$ cat config.mk
export PLATFORM = sky130hd
export DESIGN_NAME = vld_stream_fifo
export DESIGN_NICKNAME = d
export VERILOG_FILES = /design/src/rtl/vld_stream_fifo.sv
export SDC_FILE = /design/constraint.sdc
export NUM_CORES = 1
export LEC_CHECK = 0
export ABC_AREA = 1
export BUFFER_PORTS_ARGS = -buffer_cell sky130_fd_sc_hd__buf_4
export CELL_PAD_IN_SITES_DETAIL_PLACEMENT = 1
export CELL_PAD_IN_SITES_GLOBAL_PLACEMENT = 2
export CORE_MARGIN = 5
export CORE_UTILIZATION = 43
export DETAILED_ROUTE_END_ITERATION = 8
export GPL_ROUTABILITY_DRIVEN = 0
export GPL_TIMING_DRIVEN = 0
export PLACE_DENSITY_LB_ADDON = 0.15
export SYNTH_ARGS = -nofsm -noshare
export SYNTH_HDL_FRONTEND = slang
export SYNTH_SLANG_ARGS = --single-unit
$ cat constraint.sdc
create_clock -name clk -period 3.35 [get_ports clk]
set_clock_uncertainty 0.2 [all_clocks]
set_input_delay 0.8375 -clock clk [delete_from_list [all_inputs] [get_ports clk]]
set_output_delay 0.8375 -clock clk [all_outputs]
set_load 0.05 [all_outputs]
$ cat src/rtl/vld_stream_fifo.sv
// Elastic first-word-fall-through buffer behind the valid-tagged SRL delay line.
// It turns the push-only stream into valid/ready and reports throttle, overflow and high-water status.
module vld_stream_fifo #(
  parameter int DATA_WIDTH   = 18,
  parameter int DEPTH        = 64,
  parameter int AFULL_MARGIN = 32
) (
  input  logic                    clk,
  input  logic                    rst_n,
  input  logic                    din_vld,
  input  logic [DATA_WIDTH-1:0]   din,
  output logic                    din_afull,
  output logic                    m_valid,
  input  logic                    m_ready,
  output logic [DATA_WIDTH-1:0]   m_data,
  output logic [$clog2(DEPTH):0]  count,
  output logic                    overflow,
  output logic [$clog2(DEPTH):0]  hwm
);

  localparam int AW = $clog2(DEPTH);
  localparam int CW = AW + 1;
  localparam logic [CW-1:0] DEPTH_C  = CW'(DEPTH);
  localparam logic [CW-1:0] AFULL_TH = CW'(DEPTH - AFULL_MARGIN);

  logic [DATA_WIDTH-1:0] r_mem [DEPTH];
  logic [AW-1:0]         r_wr_ptr;
  logic [AW-1:0]         r_rd_ptr;
  logic [CW-1:0]         r_count;
  logic                  r_overflow;
  logic [CW-1:0]         r_hwm;

  logic                  w_full;
  logic                  w_empty;
  logic                  w_rd;
  logic                  w_wr;
  logic                  w_drop;
  logic [CW-1:0]         w_count_nxt;

  // Handshake: the input side has no backpressure, a word is taken whenever din_vld is high
  // and there is room (or a read frees a slot the same cycle); the output side transfers a
  // word on every cycle where m_valid & m_ready, and m_valid never depends on m_ready.
  assign w_full  = (r_count == DEPTH_C);
  assign w_empty = (r_count == '0);
  assign w_rd    = ~w_empty & m_ready;
  assign w_wr    = din_vld & (~w_full | w_rd);
  assign w_drop  = din_vld & w_full & ~w_rd;

  always_comb begin
    w_count_nxt = r_count;
    if (w_wr && !w_rd)
      w_count_nxt = r_count + CW'(1);
    else if (w_rd && !w_wr)
      w_count_nxt = r_count - CW'(1);
  end

  // Storage carries no reset; stale contents are masked by m_valid.
  always_ff @(posedge clk) begin
    if (w_wr)
      r_mem[r_wr_ptr] <= din;
  end

  always_ff @(posedge clk or negedge rst_n) begin
    if (!rst_n) begin
      r_wr_ptr   <= '0;
      r_rd_ptr   <= '0;
      r_count    <= '0;
      r_overflow <= 1'b0;
      r_hwm      <= '0;
    end else begin
      if (w_wr)
        r_wr_ptr <= r_wr_ptr + AW'(1);
      if (w_rd)
        r_rd_ptr <= r_rd_ptr + AW'(1);
      r_count <= w_count_nxt;
      if (w_drop)
        r_overflow <= 1'b1;
      if (w_count_nxt > r_hwm)
        r_hwm <= w_count_nxt;
    end
  end

  assign m_valid   = ~w_empty;
  assign m_data    = r_mem[r_rd_ptr];
  assign count     = r_count;
  assign overflow  = r_overflow;
  assign hwm       = r_hwm;
  // Taken from the registered count, so it lags a count change by one cycle.
  assign din_afull = (r_count >= AFULL_TH);

endmodule
* Yosys cells after proc, flatten, opt, wreduce, memory -nomap -nowiden
Memory sizes are Yosys's and may differ from the RTL's. Index checks and enable logic that the tools add are counted. Widths: inputs -> output; s select.
Storage, ports and cells: memories kept 1, bits in writable memories 1152, output and inout port bits 35, bits in registers 27, word-level logic and storage cells 30, input bits 22
Memory list:
- r_mem | depth 64, bits a word 18, rd ports 1, clocked after Yosys merged registers in 0, wr ports 1, line 26 | logic [DATA_WIDTH-1:0] r_mem [DEPTH];
Operators by class: reduce and logical (&&, ||, !) cells 5, bitwise gates (word level) 8, $add $sub $neg 4, eq/ne operators 1, $lt $le $gt $ge 2, muxes and demuxes 4
Operator list (number):
- $mux 7 | 2
- $add 6x1->6 const B | 2
- $add 7x1->7 const B | 1
- $eq 7x7->1 const B | 1
- $ge 7x6->1 const B | 1
- $gt 7x7->1 | 1
- $logic_not 7->1 | 1
- $sub 7x1->7 const B | 1
- $and 1x1->1 | 4
- $not 1->1 | 3
- $logic_and 1x1->1 | 2
- $logic_not 1->1 | 2
- $mux 1 | 2
- $or 1x1->1 | 1

* Logic depth before layout (Yosys ltp)
Gate-level depths: netlist (run 1).
word-level depth 10, mapped depth 18, gate-level depth less buffers 18

* Worst setup path before layout (run 1)
OpenSTA, ideal clock, no wires.
kind register to register, start point reg r_count[0], in the netlist count[0], end point mem r_mem[63][0], enable pin, required time 2.734 ns, path slack -0.105 ns, arrival 2.839 ns, buffers on the path 0, library setup time 0.416 ns, stages on the path, launching flop included 10, clock period less this slack 3.455 ns, cell sequence dfrtp_1 > inv_1 > ha_1 > inv_1 > nor2_2 > nand3_1 > nor2_1 > nor2_2 > inv_1 > nor3_1
Between the ends: longest elaborated chain between the ends 7, elaborated cells between the ends (all ways) 9, those cells by class eq/ne: 1; mux: 2; bitwise: 5; reduce/logical: 1
RTL lines:
- start, declared | line 29 | logic [CW-1:0] r_count;
- start signal, assigned | line 75 | r_count <= w_count_nxt;
- $logic_not 7->1 | line 44 | assign w_empty = (r_count == '0);
- $not 1->1 | line 45 | assign w_rd = ~w_empty & m_ready;
- $and 1x1->1 | line 45
- $or 1x1->1 * | line 46 | assign w_wr = din_vld & (~w_full | w_rd);
- $and 1x1->1 * | line 46
- $mux 1 * | line 59 | if (w_wr)
- $mux 1 (not written as such) * | line 60 | r_mem[r_wr_ptr] <= din;
- end, declared | line 26
Every way passes the cells marked *; elsewhere a longest branch is shown, timed or not.

* Worst setup path after layout (run 1)
start point reg r_rd_ptr[0], end point out m_data[17]
Between the ends: longest elaborated chain between the ends 1
RTL lines:
- start, declared | line 28 | logic [AW-1:0] r_rd_ptr;
- start signal, assigned | line 74 | r_rd_ptr <= r_rd_ptr + AW'(1);
- $mem_v2 64x18
- end, declared | line 15 | output logic [DATA_WIDTH-1:0] m_data,
No other way between the ends.

==> metrics.md, run 1 <==
| Metric | Value |
|---|---|
| Comb pwr share | 48.1% |
| Layout cells sized above 1 | 21.1% |
| Clock latency on the worst-skew pair | 0.76 ns |
| CP delay by family, top | buffers and inverters |
| Final HPWL DP | 129,000 um |
| RSZ-0062 raised after global routing | yes |
| Total CTS buffers | 134 |
| CP Capture Type | primary output |
| CP peak stage delay | 0.42 ns |
| Most frequent cells in the layout | nand2_1, edfxtp_1, nand3_1, inv_1, nand3_2 |
| Clk pwr share | 23.1% |
| Critical path type | reg -> out |
| Die width | 351 um |
| Yosys cell types | 31 |
| H-Tree Depth | 4 |
| Period minus WS final | 4.08 ns |
| Fin. Hold Viols | 0 |
| Core Area | 0.116 sq mm |
| Final ANT Viol Nets | 0 |
| Layout Cells excl Fill | 6,456 |
| # fillers | 11,900 |
| Synthesis-to-layout area growth | 23.9% |
| Initial core utilization | 43.1% |
| Max VDD drop | 0.755 mV |
| Register area share after synthesis | 70.7% |
| Largest net degree at the start of global routing | 65 |
| DIE HEIGHT | 351 um |
| Pwr/cell area | 966 mW/mm^2 |
| Syn. warnings | 0 |
| Number of antenna violations at the first check in global routing | 8 |
| WP buf/inv | 6 |
| Inst Count DP | 6,193 |
| Leakage | 0.0238 uW |
| CP Launch Type | flop |
| Worst slew margin | 21.8% |
| Via Count | 36,600 |
| Clock Sinks | 1,179 |
| Final period util | 122% |
| Worst hold path class | in -> reg |
| DRC viols | 0 |
| WL per Instance | 30.3 um |
| Int Pwr | 33,100 uW |
| Die area | 0.123 sq mm |
| Cells traversed along the worst timing path | buf_12 -> clkbuf_16 -> buf_16 -> buf_12 -> buf_4 -> nor2_1 -> nor2_1 -> o21ai_1 -> nand3_4 -> nand3_2 -> nand2_1 -> nand3_1 -> nand2_4 -> buf_8 |
| Sequential Power Share | 28.8% |
| Sw power | 26,500 uW |
| Timing-limited maximum frequency | 0.245 GHz |
| Global-route wire length before repair | 267,000 um |
| Drt pass-1 iters | 5 |
| Switching Share | 44.5% |
| Final wirelength | 195,000 um |
| IO Count | 57 |
| Mean Syn Cell Area | 11.0 sq um |
| Synthesized instance count | 4,550 |
| Crit path required time | 2.31 ns |
| Status | finished with violations |
| MaxCap Viol Count | 0 |
| CTS tree | yes |
| GRT Resource Usage Total | 31.1% |
| Final setup TNS | -12.12 ns |
| Row count | 125 |
| #FFs+latches synth | 1,179 |
| Commonest non-fill, non-tap cell in the layout | nand2_1 |
| Clk buf depth | 3 |
| Root Buffer | clkbuf_16 |
| Input/output buffers | 56 |
| CP max-delay cell | dfrtp_2 |
| Final WS setup | -0.730 ns |
| Initial DRC count | 4,800 |
| Clock-pin slew on the worst setup and hold paths | 0.06 ns |
| Critical Path AT | 3.04 ns |
| Setup violators final | 18 |
| Vias in the first global route | 35,700 |
| Via-per-instance ratio | 5.67 |
| Nets | 4,862 |
| GR Overflow Total | 0 |
| Mapped Area | 0.0499 sq mm |
| Slew Limit Fails | 0 |
| Syn_nets | 4,583 |
| Worst-path maximum fanout | 6 |
| Failing checks | negative setup slack |
| Slew @ Worst Pin | 1.17 ns |
## cells in the mapped netlist (all sizes together)
master / n / area, sq um
nand2: 1610 / 6050
edfxtp: 1152 / 34600
nand3: 634 / 3200
inv: 401 / 1510
nor2: 260 / 983
buf: 197 / 1160
a21oi: 77 / 385
o211ai: 54 / 405
o21ai: 46 / 230
clkbuf: 43 / 163
dfrtp: 27 / 676
xor2: 13 / 114
ha: 11 / 138
nand4: 11 / 174
and2: 6 / 37.5
nor3: 4 / 20.0
a21o: 2 / 15.0
a31oi: 1 / 6.26
o21a: 1 / 7.51
## registers in the layout (all words and copies together), names as in the netlist
register,flops
r_mem,1152
count,7
hwm,7
r_rd_ptr,6
r_wr_ptr,6
overflow,1
## repair_timing
action	in CTS	in global routing
hold buffers	1	0
pin swaps	53	86
buffers inserted	1	8
endpoints found under the setup margin	398	210
hold endpoints to repair	27	0
cloned	2	13
gates resized for setup	644	332
## final cells by class
cell class | count | area, sq um | area share [%]
inverter | 401 | 1540 | 2.49
multi-input combinational | 2730 | 14500 | 23.5
sequential | 1179 | 35300 | 57.1
timing repair buffer | 142 | 2130 | 3.45
clock inverter | 54 | 354 | 0.573
timing repair inverter | 1 | 11.3 | 0.0182
buffer | 240 | 2360 | 3.82
antenna | 5 | 12.5 | 0.0203
tap | 1524 | 1910 | 3.09
clock buffer | 180 | 3660 | 5.93
## stage by stage
stage,utilization (%),worst slack (ns),area (sq um),hold WS [ns],total power [uW]
finish,53.4,-0.730,61800,0.133,59700
detailed placement,46.2,-1.14,53500,0.250,39500
global route,53.4,-0.766,61800,0.121,61400
floorplan,-,-0.105,49900,0.320,29100
global placement,45.1,-1.81,52200,0.245,39000
CTS,51.9,-0.708,60000,0.0805,56700
## power groups by stage
stage / sequential [uW] / clock (uW) / combinational (uW)
after floorplan: 17600 / 0 / 11500
after global placement: 17500 / 0 / 21500
after detailed placement: 17400 / 0 / 22000
after CTS: 17200 / 13900 / 25600
after global routing: 17200 / 14500 / 29700
final: 17200 / 13800 / 28700
## routing by layer
layer / global-route usage, % / wire length [um] / vias up / part of all wire (%)
li1: - / - / 15900 / -
met1: 45.7 / 82700 / 18700 / 42
met2: 46.1 / 84600 / 1722 / 43
met3: 5.40 / 18700 / 324 / 9.6
met4: 12.9 / 9210 / 4 / 4.7
met5: 0 / 34 / - / 0.017
## worst paths after layout
check / from / end / slack, ns / cells after the start
max: r_rd_ptr[0] / m_data[17] / -0.73 / 14
min: din_vld / overflow / 0.13 / 2
max reg2reg: count[1] / r_mem[16][9] / 0.11 / 11
min reg2reg: overflow / overflow / 0.27 / 1
max in group asynchronous: rst_n / r_rd_ptr[1] / 2.19 / 2
min in group asynchronous: rst_n / overflow / 0.39 / 2
## logic make-up (layout without fill, tap and decap cells)
logic type	Yosys count	after routing	share of synthesized area (%)
compound gates	181	181	2.11
xor+xnor	13	13	0.228
fa+ha+maj	11	11	0.276
buf+inv	641	1018	5.68
flops	1179	1179	70.7
other cells	0	5	0
simple gates	2525	2525	21.0
Power figures use the tool's default switching activity.
==> run 2, diff against run 1 <==
- BUFFER_PORTS_ARGS: -buffer_cell sky130_fd_sc_hd__buf_4 -> unset
- DONT_BUFFER_PORTS: unset -> 1
- clock period: 3.35 -> 4 ns (I/O delays scaled with it)
==> metrics.md, run 2 (synthesized netlist as in run 1, its figures left out) <==
| Metric | Value |
|---|---|
| Status | finished with violations |
| Failing checks | negative setup slack |
| Root Buffer | clkbuf_16 |
| Clock-pin slew on the worst setup and hold paths | 0.06 ns |
| Die width | 351 um |
| Die area | 0.123 sq mm |
| Slew @ Worst Pin | 0.899 ns |
| Crit path from | r_rd_ptr[0] |
| IO Count | 57 |
| Nets | 4,782 |
| Core Area | 0.116 sq mm |
| MaxCap Viol Count | 0 |
| DRC viols | 0 |
| Final period util | 104% |
| WL per Instance | 30.0 um |
| Total CTS buffers | 133 |
| CP Launch Type | flop |
| Worst-path maximum fanout | 10 |
| Critical Path AT | 2.96 ns |
| Largest net degree at the start of global routing | 65 |
| Via Count | 36,100 |
| Pwr/cell area | 784 mW/mm^2 |
| Final HPWL DP | 130,000 um |
| Layout cells sized above 1 | 15.9% |
| GR Overflow Total | 0 |
| Worst hold path class | in -> reg |
| Vias in the first global route | 35,500 |
| Crit path required time | 2.80 ns |
| Global-route wire length before repair | 266,000 um |
| Period minus WS final | 4.16 ns |
| Max reg flops | 1,152 |
| Clock Sinks | 1,179 |
| Synthesis-to-layout area growth | 18.2% |
| DIE HEIGHT | 351 um |
| GRT Resource Usage Total | 31.0% |
| Leakage | 0.0228 uW |
| Final WS setup | -0.165 ns |
| Dpl ws | -0.727 ns |
| Critical path type | reg -> out |
| # fillers | 12,100 |
| CP Capture Type | primary output |
| Reg with most FFs | r_mem |
| Most frequent cells in the layout | nand2_1, edfxtp_1, nand3_1, inv_1, nor2_1 |
| Final ANT Viol Nets | 0 |
| Initial DRC count | 4,490 |
| Worst slew margin | 39.9% |
| Slew Limit Fails | 0 |
| Final wirelength | 192,000 um |
| Via-per-instance ratio | 5.66 |
| Hold slack | 0.150 ns |
| CTS tree | yes |
| Row count | 125 |
| Input/output buffers | 0 |
| Setup violators final | 18 |
| Initial core utilization | 43.1% |
| Hold path start | din[12] |
| Drt pass-1 iters | 6 |
| Max VDD drop | 0.423 mV |
| Timing-limited maximum frequency | 0.240 GHz |
| Clock latency on the worst-skew pair | 0.74 ns |
| Crit Reg-Reg Startpoint | count[5] |
| Number of antenna violations at the first check in global routing | 5 |
| Fin. Hold Viols | 0 |
| Commonest non-fill, non-tap cell in the layout | nand2_1 |
| H-Tree Depth | 4 |
| Clk buf depth | 3 |
| RSZ-0062 raised after global routing | yes |
## run 2: changes by cell type in the layout (fill, tap and decap cells not counted), sizes merged
cell | previous run | this run
diode | 5 | 2
buf | 314 | 246
bufinv | 2 | 1
clkdlybuf4s15 | 1 | 0
clkinvlp | 1 | 2
clkinv | 46 | 56
clkbuf | 246 | 231
inv | 407 | 406
## run 2: worst paths after layout
path	end	slack [ns]	cells after the start
max in group asynchronous	count[0]	2.75	2
worst min-delay path	r_mem[50][12]	0.15	0
worst max register to register	r_mem[4][6]	0.27	8
min in group asynchronous	r_rd_ptr[5]	0.61	2
worst max-delay path	m_data[13]	-0.16	11
worst min register to register	r_wr_ptr[4]	0.39	2
## run 2: critical path, cell delays in order, from the launching register on
cell and delay (ns):
dfrtp_2 0.47, buf_12 0.19, buf_12 0.17, buf_4 0.20, nand2_1 0.07, nand3_1 0.09, nand3_1 0.12, nand2_1 0.15
nor2_2 0.33, nand2_1 0.08, nand3_1 0.14, nand2_4 0.17
## run 2: area by class of cell
cell class	instances	area [sq um]	share of cell area, %
antenna	2	5.00	0.00849
buffer	240	1920	3.27
clock buffer	174	3590	6.09
clock inverter	64	380	0.645
inverter	401	1530	2.59
multi-input combinational	2730	13200	22.5
sequential	1179	35300	59.9
tap	1524	1910	3.24
timing repair buffer	64	1090	1.85
## run 2: layer usage
layer | share of wire, % | up-vias | GRT usage [%]
li1 | - | 15700 | -
met1 | 43 | 18500 | 45.1
met2 | 44 | 1613 | 46.5
met3 | 8.9 | 281 | 5.89
met4 | 4.2 | 0 | 11.8
met5 | 0 | - | 0
## run 2: repair_timing
item,4_1_cts,5_1_grt
gates resized for setup,429,98
pin swaps,19,15
setup endpoints to repair,84,144
endpoints found under the hold margin,27,0
hold buffers,2,0
buffers inserted,1,1
## run 2: per-stage QoR
step / cells / util, % / power, uW / instance area, sq um / TNS, ns
after floorplan: 4550 / - / 24400 / 49900 / 0
after global placement: 6074 / 44.7 / 32000 / 51800 / -798.42
after detailed placement: 6134 / 45.8 / 32400 / 53000 / -15.58
after CTS: 6375 / 50.6 / 45500 / 58600 / -2.28
after global routing: 6377 / 50.9 / 47700 / 58900 / -2.69
final: 6378 / 50.9 / 46200 / 58900 / -2.07
## run 2: power by group
group / switching [uW] / internal (uW)
logic: 15000 / 5120
clock network: 5030 / 6390
registers: 514 / 14100
